$ cat src/rtl/mem_port_arbiter_pkg.sv
// Shared types for the unified-cache port arbiter.
package rv32i_types;

  typedef enum logic [1:0] {
    IDLE    = 2'd0,
    SERVE_I = 2'd1,
    SERVE_D = 2'd2
  } arb_state_t;

  localparam logic [3:0] I_BYTE_ENABLE = 4'b1111;

endpackage

$ cat src/rtl/mem_port_arbiter_if.sv
// Request/response bundle between fetch, load/store queue, the arbiter and the cache.
interface mem_port_arbiter_if;
  logic        flush_valid;
  logic        i_read;
  logic [31:0] i_address;
  logic        i_resp;
  logic [31:0] i_rdata;
  logic        d_read;
  logic        d_write;
  logic [31:0] d_address;
  logic [3:0]  d_byte_enable;
  logic [31:0] d_wdata;
  logic        d_resp;
  logic [31:0] d_rdata;
  logic        mem_read;
  logic        mem_write;
  logic [31:0] mem_address;
  logic [3:0]  mem_byte_enable;
  logic [31:0] mem_wdata;
  logic        mem_resp;
  logic [31:0] mem_rdata;

  // Arbiter view: it masters the cache port and answers both requesters.
  modport master (
    input  flush_valid, i_read, i_address, d_read, d_write, d_address,
           d_byte_enable, d_wdata, mem_resp, mem_rdata,
    output i_resp, i_rdata, d_resp, d_rdata, mem_read, mem_write,
           mem_address, mem_byte_enable, mem_wdata
  );

  // Environment view: requesters plus the cache.
  modport slave (
    output flush_valid, i_read, i_address, d_read, d_write, d_address,
           d_byte_enable, d_wdata, mem_resp, mem_rdata,
    input  i_resp, i_rdata, d_resp, d_rdata, mem_read, mem_write,
           mem_address, mem_byte_enable, mem_wdata
  );
endinterface

$ cat src/rtl/mem_port_arbiter_chk.sv
// Protocol checks on the requester side of the arbiter.
module mem_port_arbiter_chk (
  input logic clk,
  input logic rst,
  input logic i_read,
  input logic d_read,
  input logic d_write,
  input logic mem_resp,
  input logic d_resp
);

  a_d_excl: assert property (@(posedge clk) disable iff (!rst) !(d_read && d_write))
    else $error("d_read and d_write asserted together");

  // A requester may only withdraw the cycle after its transaction finished.
  a_i_hold: assert property (@(posedge clk) disable iff (!rst) $fell(i_read) |-> $past(mem_resp))
    else $error("i_read dropped before completion");

  a_d_hold: assert property (@(posedge clk) disable iff (!rst) $fell(d_read || d_write) |-> $past(d_resp))
    else $error("d request dropped before d_resp");

endmodule

$ cat src/rtl/mem_port_arbiter.sv
// Shares one cache port between fetch (I) and the LSQ (D); D-first with an I starvation guard
// and squashing of I responses invalidated by a pipeline flush.
module mem_port_arbiter
  import rv32i_types::*;
#(
  parameter int STARVE_LIMIT = 4,
  parameter int CNT_W        = 3
) (
  input logic                clk,
  input logic                rst,
  mem_port_arbiter_if.master bus
);

  localparam logic [CNT_W-1:0] LIMIT_C   = CNT_W'(STARVE_LIMIT);
  localparam logic [CNT_W-1:0] CNT_MAX_C = {CNT_W{1'b1}};

  arb_state_t       state_q, state_d;
  logic [CNT_W-1:0] starve_cnt_q, starve_cnt_d;
  logic             squash_q, squash_d;
  logic             mem_read_q, mem_read_d;
  logic             mem_write_q, mem_write_d;
  logic [31:0]      mem_address_q, mem_address_d;
  logic [3:0]       mem_be_q, mem_be_d;
  logic [31:0]      mem_wdata_q, mem_wdata_d;
  logic             d_req_s, i_resp_s, d_resp_s;

  assign d_req_s = bus.d_read | bus.d_write;

  // Arbitration, request latching and flush tracking.
  always_comb begin
    state_d       = state_q;
    starve_cnt_d  = starve_cnt_q;
    squash_d      = squash_q;
    mem_read_d    = mem_read_q;
    mem_write_d   = mem_write_q;
    mem_address_d = mem_address_q;
    mem_be_d      = mem_be_q;
    mem_wdata_d   = mem_wdata_q;
    case (state_q)
      IDLE: begin
        squash_d = 1'b0;
        if (d_req_s && (!bus.i_read || (starve_cnt_q < LIMIT_C))) begin
          state_d       = SERVE_D;
          mem_read_d    = bus.d_read;
          mem_write_d   = bus.d_write;
          mem_address_d = bus.d_address;
          mem_be_d      = bus.d_byte_enable;
          mem_wdata_d   = bus.d_wdata;
          if (!bus.i_read) begin
            starve_cnt_d = {CNT_W{1'b0}};
          end else if (starve_cnt_q != CNT_MAX_C) begin
            starve_cnt_d = starve_cnt_q + CNT_W'(1);
          end else begin
            starve_cnt_d = starve_cnt_q;
          end
        end else if (bus.i_read) begin
          state_d       = SERVE_I;
          starve_cnt_d  = {CNT_W{1'b0}};
          mem_read_d    = 1'b1;
          mem_write_d   = 1'b0;
          mem_address_d = bus.i_address;
          mem_be_d      = I_BYTE_ENABLE;
          mem_wdata_d   = 32'd0;
        end else begin
          state_d = IDLE;
        end
      end
      SERVE_I: begin
        squash_d = squash_q | bus.flush_valid;
        if (bus.mem_resp) begin
          state_d     = IDLE;
          mem_read_d  = 1'b0;
          mem_write_d = 1'b0;
          squash_d    = 1'b0;
        end else begin
          state_d = SERVE_I;
        end
      end
      SERVE_D: begin
        if (bus.mem_resp) begin
          state_d     = IDLE;
          mem_read_d  = 1'b0;
          mem_write_d = 1'b0;
        end else begin
          state_d = SERVE_D;
        end
      end
      default: begin
        state_d     = IDLE;
        mem_read_d  = 1'b0;
        mem_write_d = 1'b0;
        squash_d    = 1'b0;
      end
    endcase
  end

  // State and cache-request registers.
  always_ff @(posedge clk or negedge rst) begin
    if (!rst) begin
      state_q       <= IDLE;
      starve_cnt_q  <= {CNT_W{1'b0}};
      squash_q      <= 1'b0;
      mem_read_q    <= 1'b0;
      mem_write_q   <= 1'b0;
      mem_address_q <= 32'd0;
      mem_be_q      <= 4'd0;
      mem_wdata_q   <= 32'd0;
    end else begin
      state_q       <= state_d;
      starve_cnt_q  <= starve_cnt_d;
      squash_q      <= squash_d;
      mem_read_q    <= mem_read_d;
      mem_write_q   <= mem_write_d;
      mem_address_q <= mem_address_d;
      mem_be_q      <= mem_be_d;
      mem_wdata_q   <= mem_wdata_d;
    end
  end

  // Responses pass straight through; a flush on the response cycle itself still squashes.
  assign i_resp_s = (state_q == SERVE_I) && bus.mem_resp && !squash_q && !bus.flush_valid;
  assign d_resp_s = (state_q == SERVE_D) && bus.mem_resp;

  assign bus.i_resp          = i_resp_s;
  assign bus.i_rdata         = i_resp_s ? bus.mem_rdata : 32'd0;
  assign bus.d_resp          = d_resp_s;
  assign bus.d_rdata         = d_resp_s ? bus.mem_rdata : 32'd0;
  assign bus.mem_read        = mem_read_q;
  assign bus.mem_write       = mem_write_q;
  assign bus.mem_address     = mem_address_q;
  assign bus.mem_byte_enable = mem_be_q;
  assign bus.mem_wdata       = mem_wdata_q;

  mem_port_arbiter_chk u_chk (
    .clk      (clk),
    .rst      (rst),
    .i_read   (bus.i_read),
    .d_read   (bus.d_read),
    .d_write  (bus.d_write),
    .mem_resp (bus.mem_resp),
    .d_resp   (d_resp_s)
  );

endmodule

$ cat src/flat_wrapper.sv
// flat-port wrapper written by rule: the top's interface ports become plain ports
module mem_port_arbiter_flat import rv32i_types::*;
#(
  parameter int STARVE_LIMIT = 4,
  parameter int CNT_W        = 3
)
  (clk, rst, bus_flush_valid, bus_i_read, bus_i_address, bus_d_read, bus_d_write, bus_d_address, bus_d_byte_enable, bus_d_wdata, bus_mem_resp, bus_mem_rdata, bus_i_resp, bus_i_rdata, bus_d_resp, bus_d_rdata, bus_mem_read, bus_mem_write, bus_mem_address, bus_mem_byte_enable, bus_mem_wdata);
  mem_port_arbiter_if bus_i ();
  input logic clk;
  input logic rst;
  input wire logic [$bits(bus_i.flush_valid)-1:0] bus_flush_valid;
  input wire logic [$bits(bus_i.i_read)-1:0] bus_i_read;
  input wire logic [$bits(bus_i.i_address)-1:0] bus_i_address;
  input wire logic [$bits(bus_i.d_read)-1:0] bus_d_read;
  input wire logic [$bits(bus_i.d_write)-1:0] bus_d_write;
  input wire logic [$bits(bus_i.d_address)-1:0] bus_d_address;
  input wire logic [$bits(bus_i.d_byte_enable)-1:0] bus_d_byte_enable;
  input wire logic [$bits(bus_i.d_wdata)-1:0] bus_d_wdata;
  input wire logic [$bits(bus_i.mem_resp)-1:0] bus_mem_resp;
  input wire logic [$bits(bus_i.mem_rdata)-1:0] bus_mem_rdata;
  output wire logic [$bits(bus_i.i_resp)-1:0] bus_i_resp;
  output wire logic [$bits(bus_i.i_rdata)-1:0] bus_i_rdata;
  output wire logic [$bits(bus_i.d_resp)-1:0] bus_d_resp;
  output wire logic [$bits(bus_i.d_rdata)-1:0] bus_d_rdata;
  output wire logic [$bits(bus_i.mem_read)-1:0] bus_mem_read;
  output wire logic [$bits(bus_i.mem_write)-1:0] bus_mem_write;
  output wire logic [$bits(bus_i.mem_address)-1:0] bus_mem_address;
  output wire logic [$bits(bus_i.mem_byte_enable)-1:0] bus_mem_byte_enable;
  output wire logic [$bits(bus_i.mem_wdata)-1:0] bus_mem_wdata;
  assign bus_i.flush_valid = bus_flush_valid;
  assign bus_i.i_read = bus_i_read;
  assign bus_i.i_address = bus_i_address;
  assign bus_i.d_read = bus_d_read;
  assign bus_i.d_write = bus_d_write;
  assign bus_i.d_address = bus_d_address;
  assign bus_i.d_byte_enable = bus_d_byte_enable;
  assign bus_i.d_wdata = bus_d_wdata;
  assign bus_i.mem_resp = bus_mem_resp;
  assign bus_i.mem_rdata = bus_mem_rdata;
  assign bus_i_resp = bus_i.i_resp;
  assign bus_i_rdata = bus_i.i_rdata;
  assign bus_d_resp = bus_i.d_resp;
  assign bus_d_rdata = bus_i.d_rdata;
  assign bus_mem_read = bus_i.mem_read;
  assign bus_mem_write = bus_i.mem_write;
  assign bus_mem_address = bus_i.mem_address;
  assign bus_mem_byte_enable = bus_i.mem_byte_enable;
  assign bus_mem_wdata = bus_i.mem_wdata;
  mem_port_arbiter #(.STARVE_LIMIT(STARVE_LIMIT), .CNT_W(CNT_W)) u_core (.clk(clk), .rst(rst), .bus(bus_i));
endmodule
$ cat config.mk
export PLATFORM = sky130hd
export DESIGN_NAME = mem_port_arbiter_flat
export DESIGN_NICKNAME = d
export VERILOG_FILES = /design/src/rtl/mem_port_arbiter_pkg.sv /design/src/rtl/mem_port_arbiter_if.sv /design/src/rtl/mem_port_arbiter_chk.sv /design/src/rtl/mem_port_arbiter.sv /design/src/flat_wrapper.sv
export SDC_FILE = /design/constraint.sdc
export NUM_CORES = 1
export LEC_CHECK = 0
export ABC_CLOCK_PERIOD_IN_PS = 4390
export BUFFER_PORTS_ARGS = -buffer_cell sky130_fd_sc_hd__buf_2
export CAP_MARGIN = 20
export CORE_AREA = 2 2 107 109
export CTS_BUF_LIST = sky130_fd_sc_hd__clkbuf_16
export CTS_CLUSTER_SIZE = 20
export DETAILED_ROUTE_END_ITERATION = 10
export DIE_AREA = 0 0 109 111
export PLACE_DENSITY = 0.67
export SETUP_SLACK_MARGIN = 0.3
export SYNTH_ARGS = -nofsm -noshare
export SYNTH_HDL_FRONTEND = slang
export SYNTH_SLANG_ARGS = --single-unit
$ cat constraint.sdc
create_clock -name clk -period 4.39 [get_ports clk]
set_clock_uncertainty 0.15 [all_clocks]
set_input_delay 0.2195 -clock clk [delete_from_list [all_inputs] [get_ports clk]]
set_output_delay 0.2195 -clock clk [all_outputs]
set_load 0.01 [all_outputs]
==> impl_metrics.yaml <==
outcome:
  outcome: "completed"
sta:
  setup_tns_ns: 0
  slew_headroom_pct: 36.9
  fin_crit_sh_pct: 62.8
  worstMarginPinSlew_ns: 0.947
  grt_setup_unrepaired: "false"
  slew_viol_final: 0
  maxClockFrequency_mhz: 362
  finalCriticalPeriod_ns: 2.76
  finalSetupViolations: 0
  hold_viol: 0
final_layout:
  layout_commonest_cell: "buf_2"
  n_antenna_cell: 0
  nets: 867
  multi_input_area_um2: 1620
  area_delta_synth_final_pct: 68.4
  regArea_um2: 1900
  fillCellCount: 977
  fin_area_um2: 6290
  drive_above_1_share_pct: 41.0
  final_cell_mix: "buf_2, dlygate4sd3_1, dfrtp_1, nand2_1"
drt:
  dr.first_iter.drc_count: 225
  vias: 4089
  drc: 0
  avgRoutedWirePerCell_um: 13.8
  first_pass_iters: 4
  wl_mm: 12.0
  viasPerCell: 4.70
  postRouteAntennaNets: 0
worst_setup_path:
  startpoint: "u_core.state_q[0]"
  required_ns: 4.49
  rr_worst_depth: 7
  cp_cell_sequence: "inv_1 > ha_1 > o31a_2 > buf_16 > nor2_1 > a31oi_1 > dlygate4sd3_1"
  path_buf_inv: 3
  endpoint_kind: "flip-flop"
  slowest_delay_ns: 0.67
  worst-path-stages: 7
  slowest_stage: "o31a_2"
  cp-start-kind: "flip-flop"
  crit_path_end: "u_core.bus.mem_address[31]"
  cp_max_fo: 37
  r2r_end: "u_core.bus.mem_address[31]"
  cpLargestDelayFamily: "buffers and inverters"
  ff2ff_setup_slack_ns: 1.63
  arrival_ns: 2.86
  r2r_start: "u_core.state_q[0]"
  critPathKind: "reg2reg"
die:
  dieArea_um2: 12100
  core_area_um2: 11100
  die_w_um: 109
  ioPinCount: 275
  rows: 39
  start_util_pct: 33.7
  die_h_um: 111
flow_run:
  drv_cap: 0
pwr:
  p_leak_nw: 3.41
  ir_drop_uv: 311
  power_density_nw_per_um2: 587
clocking:
  ctsResizeCount: 0
  cts_tree: "yes"
  cts_sinks: 76
  clock_path_buffers: 2
  hold_buffers: 83
  cts_root_buf: "clkbuf_16"
  clk_latency_ns: 0.32
  htreeDepth: 3
  postCtsSetupBuffers: 0
  cts_buffers: 9
  clk_pin_slew_ns: 0.06
global_route:
  grt-ovfl-total: 0
  antenna_found_initial: 1
  grt_max_degree: 77
  grtUsageTotal_pct: 19.1
  grt_pass1_wl_mm: 18.5
  grt_pass1_vias: 3884
place:
  gp_congestion: 0.925
  dpl_cell_area_um2: 5140
  portBuffers: 274
  post-dp-hpwl_mm: 8.19
yosys:
  yosysWarnings: 0
  postSynthAreaPerCell_um2: 9.70
  synthArstFlopShare_pct: 100
  synthFlopType: "dfrtp_1"
  syn-num-nets: 530
  synth_edf_count: 0
  ys_ff_latch: 76
  ys_seq_area_share_pct: 50.9
  syn_inst: 385
  syn_area_um2: 3730
  synth.distinct_cells: 29
worst_hold_path:
  holdCritPathClass: "in2reg"
per-layer routing:
metal	track usage [%]	wire length, µm
met1	23.4	5040
met2	32.8	5880
met4	5.21	145
met3	4.88	890
met5	0	16
worst reg2reg max path, delay by kind of cell, from the launching register on:
kind                     cells  cell delay [ns]
AO/OA/AOI/OAI                2             0.80
adder cells (fa/ha/maj)      1             0.34
buffers and inverters        3             0.94
flip-flops                   1             0.40
AND/OR/NAND/NOR              1             0.07
registers in the layout, summed over array words and instances (netlist names):
signal,count
u_core.bus.mem_address,32
u_core.bus.mem_byte_enable,4
u_core.bus.mem_read,1
u_core.bus.mem_wdata,32
u_core.bus.mem_write,1
u_core.squash_q,1
u_core.starve_cnt_q,3
u_core.state_q,2
cell type report:
class | count | area share (%)
clock buffers | 9 | 3.58
clock inverters | 7 | 1.47
inverters | 4 | 0.239
multi-input cells | 270 | 25.7
flip-flops and latches | 76 | 30.2
well taps | 143 | 2.85
repair buffers | 361 | 35.9
stage by stage:
stage	hold slack (ns)	power, mW	instances	setup slack (ns)	util (%)
after floorplan	-0.226	2.14	385	2.58	-
after global placement	0.273	2.65	769	2.00	46.0
after detailed placement	0.288	2.70	771	2.17	46.4
after CTS	0.000385	3.71	870	1.67	56.8
after global routing	0.00868	3.95	870	1.47	56.8
final	0.00892	3.69	870	1.63	56.8
worst min path at each step:
| stage | slack (ns) | to | cells after the start | startpoint |
|---|---|---|---|---|
| global route | 0.009 | u_core.bus.mem_address[12] | 3 | bus_d_address[12] |
| CTS | 0.0004 | u_core.bus.mem_address[12] | 3 | bus_d_address[12] |
| finish | 0.009 | u_core.bus.mem_address[9] | 3 | bus_i_address[9] |
| floorplan | -0.23 | u_core.bus.mem_address[0] | 0 | rst |
| detailed placement | 0.29 | u_core.bus.mem_wdata[24] | 1 | rst |
| global placement | 0.27 | u_core.bus.mem_wdata[24] | 1 | rst |
cell usage after synthesis (2+ instances only):
cell       n  area, µm²
nand2b_1   2       12.5
nor2_1    33        124
buf_2     16       80.1
and2_1    33        206
nor3_1     2       10.0
a31oi_1   33        206
buf_6      7       78.8
nand2_1   72        270
o22a_1     5       43.8
and3_1    32        200
nor2b_1    3       18.8
nand3_1    2       10.0
a21oi_1    2       10.0
a22o_1    33        289
o21ai_0    2       10.0
o31a_1     2       17.5
inv_1      4       15.0
ha_1       6       75.1
clkbuf_1  11       41.3
dfrtp_1   76       1900
power by group:
group          leakage, nW  internal (mW)  switching, mW  total (mW)
Sequential           0.905           1.04          0.185        1.22
Combinational         2.35          0.830          0.870        1.70
Clock                0.159          0.496          0.273       0.769
Total                 3.41           2.36           1.33        3.69
logic make-up (layout without fill, tap and decap cells):
group                    after synthesis  after routing  share of synthesized area [%]
AND/OR/NAND/NOR                      181            181                           23.3
adder cells (fa/ha/maj)                6              6                           2.01
buffers and inverters                 39            381                           5.97
AO/OA/AOI/OAI                         83             83                           17.8
flip-flops                            76             76                           50.9
Note: power is estimated with default switching activity, not from simulation.
